===== src/rtl/layer_seq_pkg.sv =====
// Shared state encoding and stage indices for the CNN layer sequencer.
package layer_seq_pkg;

   localparam int unsigned NUM_STAGES_DEF = 8;

   localparam int unsigned STG_CONV1    = 0;
   localparam int unsigned STG_RELU1    = 1;
   localparam int unsigned STG_MAXPOOL1 = 2;
   localparam int unsigned STG_CONV2    = 3;
   localparam int unsigned STG_RELU2    = 4;
   localparam int unsigned STG_MAXPOOL2 = 5;
   localparam int unsigned STG_FLATTEN  = 6;
   localparam int unsigned STG_DENSE    = 7;

   typedef enum logic [2:0] {
      IDLE   = 3'd0,
      LAUNCH = 3'd1,
      WAIT   = 3'd2,
      FINISH = 3'd3,
      ERROR  = 3'd4
   } state_t;

endpackage


===== src/rtl/layer_seq_wdog.sv =====
// Per-stage WAIT timeout for the layer sequencer; built only with LAYER_SEQ_WDOG_EN.
module layer_seq_wdog #(
   parameter int unsigned WDOG_W     = 16,
   parameter int unsigned WDOG_LIMIT = 4096
) (
   input  logic clk,
   input  logic rst,
   input  logic launch,
   input  logic waiting,
   output logic expired_c
);

   localparam logic [WDOG_W-1:0] LAST = WDOG_W'(WDOG_LIMIT - 1);

   logic [WDOG_W-1:0] count;

   // count holds the number of WAIT cycles spent on the stage, current one included
   always_ff @(posedge clk) begin
      if (rst) begin
         count <= '0;
      end else if (launch) begin
         count <= WDOG_W'(1);
      end else if (waiting) begin
         count <= count + WDOG_W'(1);
      end else begin
         count <= '0;
      end
   end

   assign expired_c = waiting && (count == LAST);

endmodule


===== src/rtl/layer_sequencer.sv =====
// Handshake sequencer for the CNN layer pipeline: launches each stage, waits for its done.
// Optional per-stage watchdog enabled with `define LAYER_SEQ_WDOG_EN.
module layer_sequencer
   import layer_seq_pkg::*;
#(
   parameter int unsigned NUM_STAGES = NUM_STAGES_DEF,
   parameter int unsigned FRAME_W    = 16,
   parameter int unsigned WDOG_W     = 16,
   parameter int unsigned WDOG_LIMIT = 16'd4096
) (
   input  logic                          clk,
   input  logic                          rst,
   input  logic                          start,
   input  logic                          abort,
   input  logic [NUM_STAGES-1:0]         stage_done,
   output logic [NUM_STAGES-1:0]         stage_start,
   output logic [NUM_STAGES-1:0]         stage_active,
   output logic [$clog2(NUM_STAGES)-1:0] cur_stage,
   output logic                          busy,
   output logic                          done,
   output logic                          error,
   output logic [FRAME_W-1:0]            frame_count
);

   localparam int unsigned           IW        = $clog2(NUM_STAGES);
   localparam logic [NUM_STAGES-1:0] ONE       = NUM_STAGES'(1);
   localparam logic [IW-1:0]         FIRST_IDX = IW'(STG_CONV1);
   localparam logic [IW-1:0]         LAST_IDX  = IW'(NUM_STAGES - 1);

   state_t                state;
   logic [IW-1:0]         idx;
   logic [IW-1:0]         idx_inc;
   logic [NUM_STAGES-1:0] own_mask;
   logic                  stray;
   logic                  hit;
   logic                  wdog_exp_c;

   assign idx_inc  = idx + IW'(1);
   assign own_mask = ONE << idx;
   assign stray    = |(stage_done & ~own_mask);
   assign hit      = stage_done[idx];

`ifdef LAYER_SEQ_WDOG_EN
   layer_seq_wdog #(
      .WDOG_W     (WDOG_W),
      .WDOG_LIMIT (WDOG_LIMIT)
   ) u_wdog (
      .clk       (clk),
      .rst       (rst),
      .launch    (state == LAUNCH),
      .waiting   (state == WAIT),
      .expired_c (wdog_exp_c)
   );
`else
   logic unused_wdog_cfg;
   assign unused_wdog_cfg = ^WDOG_W'(WDOG_LIMIT);
   assign wdog_exp_c      = 1'b0;
`endif

   // Outputs are set on the transition into each state so they read straight from flops
   always_ff @(posedge clk) begin
      if (rst) begin
         state        <= IDLE;
         idx          <= FIRST_IDX;
         frame_count  <= '0;
         stage_start  <= '0;
         stage_active <= '0;
         cur_stage    <= '0;
         busy         <= 1'b0;
         done         <= 1'b0;
         error        <= 1'b0;
      end else begin
         stage_start <= '0;
         done        <= 1'b0;
         if (abort) begin
            state        <= IDLE;
            idx          <= FIRST_IDX;
            stage_active <= '0;
            cur_stage    <= '0;
            busy         <= 1'b0;
            error        <= 1'b0;
         end else begin
            case (state)
               IDLE: begin
                  if (start) begin
                     state        <= LAUNCH;
                     idx          <= FIRST_IDX;
                     stage_start  <= ONE << FIRST_IDX;
                     stage_active <= ONE << FIRST_IDX;
                     cur_stage    <= FIRST_IDX;
                     busy         <= 1'b1;
                  end
               end
               LAUNCH: begin
                  state <= WAIT;
               end
               WAIT: begin
                  if (stray || (!hit && wdog_exp_c)) begin
                     state        <= ERROR;
                     stage_active <= '0;
                     cur_stage    <= '0;
                     busy         <= 1'b0;
                     error        <= 1'b1;
                  end else if (hit && (idx == LAST_IDX)) begin
                     state        <= FINISH;
                     stage_active <= '0;
                     cur_stage    <= '0;
                     busy         <= 1'b0;
                     done         <= 1'b1;
                     frame_count  <= frame_count + FRAME_W'(1);
                  end else if (hit) begin
                     state        <= LAUNCH;
                     idx          <= idx_inc;
                     stage_start  <= ONE << idx_inc;
                     stage_active <= ONE << idx_inc;
                     cur_stage    <= idx_inc;
                  end
               end
               FINISH: begin
                  state <= IDLE;
               end
               ERROR: begin
                  state <= ERROR;
               end
               default: begin
                  state        <= IDLE;
                  idx          <= FIRST_IDX;
                  stage_active <= '0;
                  cur_stage    <= '0;
                  busy         <= 1'b0;
               end
            endcase
         end
      end
   end

endmodule


===== config.mk =====
export PLATFORM = sky130hd
export DESIGN_NAME = layer_sequencer
export DESIGN_NICKNAME = d
export VERILOG_FILES = /design/src/rtl/layer_seq_pkg.sv /design/src/rtl/layer_seq_wdog.sv /design/src/rtl/layer_sequencer.sv
export SDC_FILE = /design/constraint.sdc
export NUM_CORES = 1
export LEC_CHECK = 0
export CORE_UTILIZATION = 36
export DETAILED_ROUTE_END_ITERATION = 10
export PLACE_DENSITY_LB_ADDON = 0.05
export SYNTH_ARGS = -nofsm -noshare
export SYNTH_HDL_FRONTEND = slang
export SYNTH_SLANG_ARGS = --single-unit

===== constraint.sdc =====
create_clock -name clk -period 6.4 [get_ports clk]
set_clock_uncertainty 0.1 [all_clocks]
set_input_delay 1.28 -clock clk [delete_from_list [all_inputs] [get_ports clk]]
set_output_delay 1.28 -clock clk [all_outputs]
set_load 0.03 [all_outputs]

==> impl_metrics.tcl <==
set metrics [dict create \
    synth_top_area_cell "dfxtp_1" \
    n_antenna_cell 0 \
    drtIter0Drc 106 \
    synth-async-reset-ratio 0 \
    r2r_slack_ns 3.35 \
    cp-end-kind "flop" \
    worstPathArrival_ns 3.91 \
    clock_latency_ns 0.30 \
    grt.total_usage 0.174 \
    cts_root_buf "clkbuf_8" \
    place_congestion 0.760 \
    antenna_found_initial 0 \
    drt_first_pass_iters 4 \
    leakage_nw 0.948 \
    synth_area_um2 2170 \
    critPathRequiredTime_ns 6.53 \
    syn_avg_cell_area_um2 9.06 \
    tightest_slew_ns 0.868 \
    crit_top_cell "nand2_1" \
    r2r-start "idx[0]" \
    slew_violations 0 \
    setup_viol 0 \
    cts_setup_buffers 0 \
    synth_area_leaders "dfxtp_1, nor2_1, ha_1" \
    synthCells 240 \
    io_pins 50 \
    hold_class "reg -> reg" \
    start_kind "input pin" \
    dieArea_um2 6360 \
    tns_ns 0 \
    cap_violations 0 \
    clk_pin_slew_worst_paths_ns 0.08 \
    totalWireLength_um 5170 \
    r2r_cells 7 \
    synth.top_cell.area_share 0.405 \
    ys_ff_latch 44 \
    htreeDepth 2 \
    cts-resized-gates 0 \
    num_rows 27 \
    die_w_um 79.7 \
    cts_tree "yes" \
    grt_pass1_vias 1632 \
    ys_types 53 \
    io_buffers 49 \
    grt_max_degree 19 \
    finalCriticalPeriod_ns 3.77 \
    ys_seq_area_frac 0.405 \
    vias_per_cell 5.24 \
    syn_nets 258 \
    dpl.hpwl_um 3680 \
    hold_depth 2 \
    synth_edf_count 0 \
    grt_pass1_wl_um 8400 \
    post-route-period-util 0.589 \
    syn_to_final_growth_pct 28.8 \
    min_to "stage_active[4]" \
    final_common_cell "clkdlybuf4s50_1" \
    crit_chain "clkdlybuf4s50_1, or2_1, nor3_1, nand2_1, nor4_2, nand2_1, o21ai_1" \
    power_density_nw_per_um2 188 \
    hold_start "stage_active[4]" \
    detail_route.wl_per_cell_um 14.5 \
    cp_max_fo 18 \
    cts.sinks 44 \
    drive_above_1_share 0.0702 \
    fin_hold_ws_ns 0.367 \
    yosys_warnings 0 \
    clock.fmax_mhz 265 \
    r2r_end "cur_stage[2]" \
    rsz0062_at_grt "no" \
    slowest_delay_ns 0.76 \
    grt_overflow_total 0 \
    critPathSlowestCell "clkdlybuf4s50_1" \
    hold_viol 0 \
    start_util 0.383 \
    cts_made_buffers 5 \
    post-route-drc-count 0 \
    ys.flop_type "dfxtp_1" \
    core-area_um2 5680 \
    relSlewSlack 0.419 \
    final_antenna_net_count 0 \
    worstSetupPathType "in -> reg" \
    crit_family "simple AND/OR/NAND/NOR gates" \
    vias 1869 \
    hold_buffers 0 \
    clk_path_buf_depth 2 \
    crit_buf_inv 1 \
    ir_drop_uv 108 \
    status "finished, final reports clean" \
    final_cell_mix "clkdlybuf4s50_1, dfxtp_1, nor2_1" \
    die_h_um 79.7 \
    fin_nets 302 \
]
[where the power goes]
group / internal (mW) / leakage, nW / switching, mW / total [mW]
logic: 0.0157 / 0.538 / 0.0202 / 0.0359
clock network: 0.116 / 0.0552 / 0.0982 / 0.214
registers: 0.275 / 0.355 / 0.00148 / 0.276
[layer usage]
metal	wire length, µm	global-route usage	part of all wire	vias to the layer above
met1	2820	0.271	0.54	870
met4	59	0.0491	0.011	0
met3	266	0.0514	0.051	5
met2	2030	0.221	0.39	40
li1	-	-	-	954
met5	0	0	0	-
[stage by stage]
step	setup slack [ns]	util	total power [mW]	std cells	area, µm²
global route	2.42	0.493	0.550	357	2800
CTS	2.65	0.493	0.532	357	2800
detailed placement	2.34	0.474	0.318	349	2690
finish	2.63	0.493	0.526	357	2800
floorplan	3.28	-	0.304	240	2170
global placement	2.35	0.474	0.319	349	2690
[synth_stat cells, drive strengths merged, types with 3 or more instances]
| cell type | instances |
|---|---|
| nand2b | 4 |
| nor4 | 8 |
| and2 | 5 |
| nand4 | 6 |
| inv | 7 |
| buf | 4 |
| a21oi | 14 |
| xor2 | 3 |
| nor2 | 23 |
| dfxtp | 44 |
| or4 | 3 |
| nand2 | 21 |
| clkbuf | 8 |
| nand3 | 13 |
| xnor2 | 7 |
| ha | 6 |
| or3 | 3 |
| nor2b | 5 |
| o31ai | 3 |
| and3 | 7 |
| nor3 | 7 |
| a31o | 3 |
| o21ai | 10 |
[worst max-delay path by stage]
stage | start | to | slack, ns | cells after the start
2_1_floorplan | stage_done[6] | frame_count[14] | 3.28 | 8
3_3_place_gp | stage_done[6] | cur_stage[2] | 2.35 | 7
3_5_place_dp | rst | stage_active[6] | 2.34 | 7
6_report | rst | stage_active[7] | 2.63 | 7
5_1_grt | rst | stage_active[7] | 2.42 | 7
4_1_cts | rst | stage_active[7] | 2.65 | 7
[cell type report]
class | count | area, µm²
fillers | 555 | 2880
multi-input cells | 177 | 1200
flip-flops and latches | 44 | 881
repair buffers | 49 | 490
well taps | 72 | 90.1
clock buffers | 6 | 72.6
clock inverters | 2 | 35.0
inverters | 7 | 26.3
[worst reg2reg max path, stage by stage (launching register included)]
cell	delay, ns
dfxtp_1	0.50
ha_1	0.37
nor2b_1	0.08
a2111o_1	0.37
nand4bb_4	0.35
o41ai_4	0.89
nand3b_1	0.20
a21oi_1	0.07
[cells by family after synthesis]
logic type	synth area share
AO/OA/AOI/OAI	0.142
XOR/XNOR	0.0403
adder cells (fa/ha/maj)	0.0345
buffers and inverters	0.0409
flip-flops	0.405
multiplexers	0.0299
AND/OR/NAND/NOR	0.307
[registers in the layout, summed over array words and instances (netlist names)]
signal and count:
cur_stage 3, state 3, frame_count 16, busy 1
idx 3, error 1, done 1, stage_start 8
stage_active 8
Note: power is estimated with default switching activity, not from simulation.
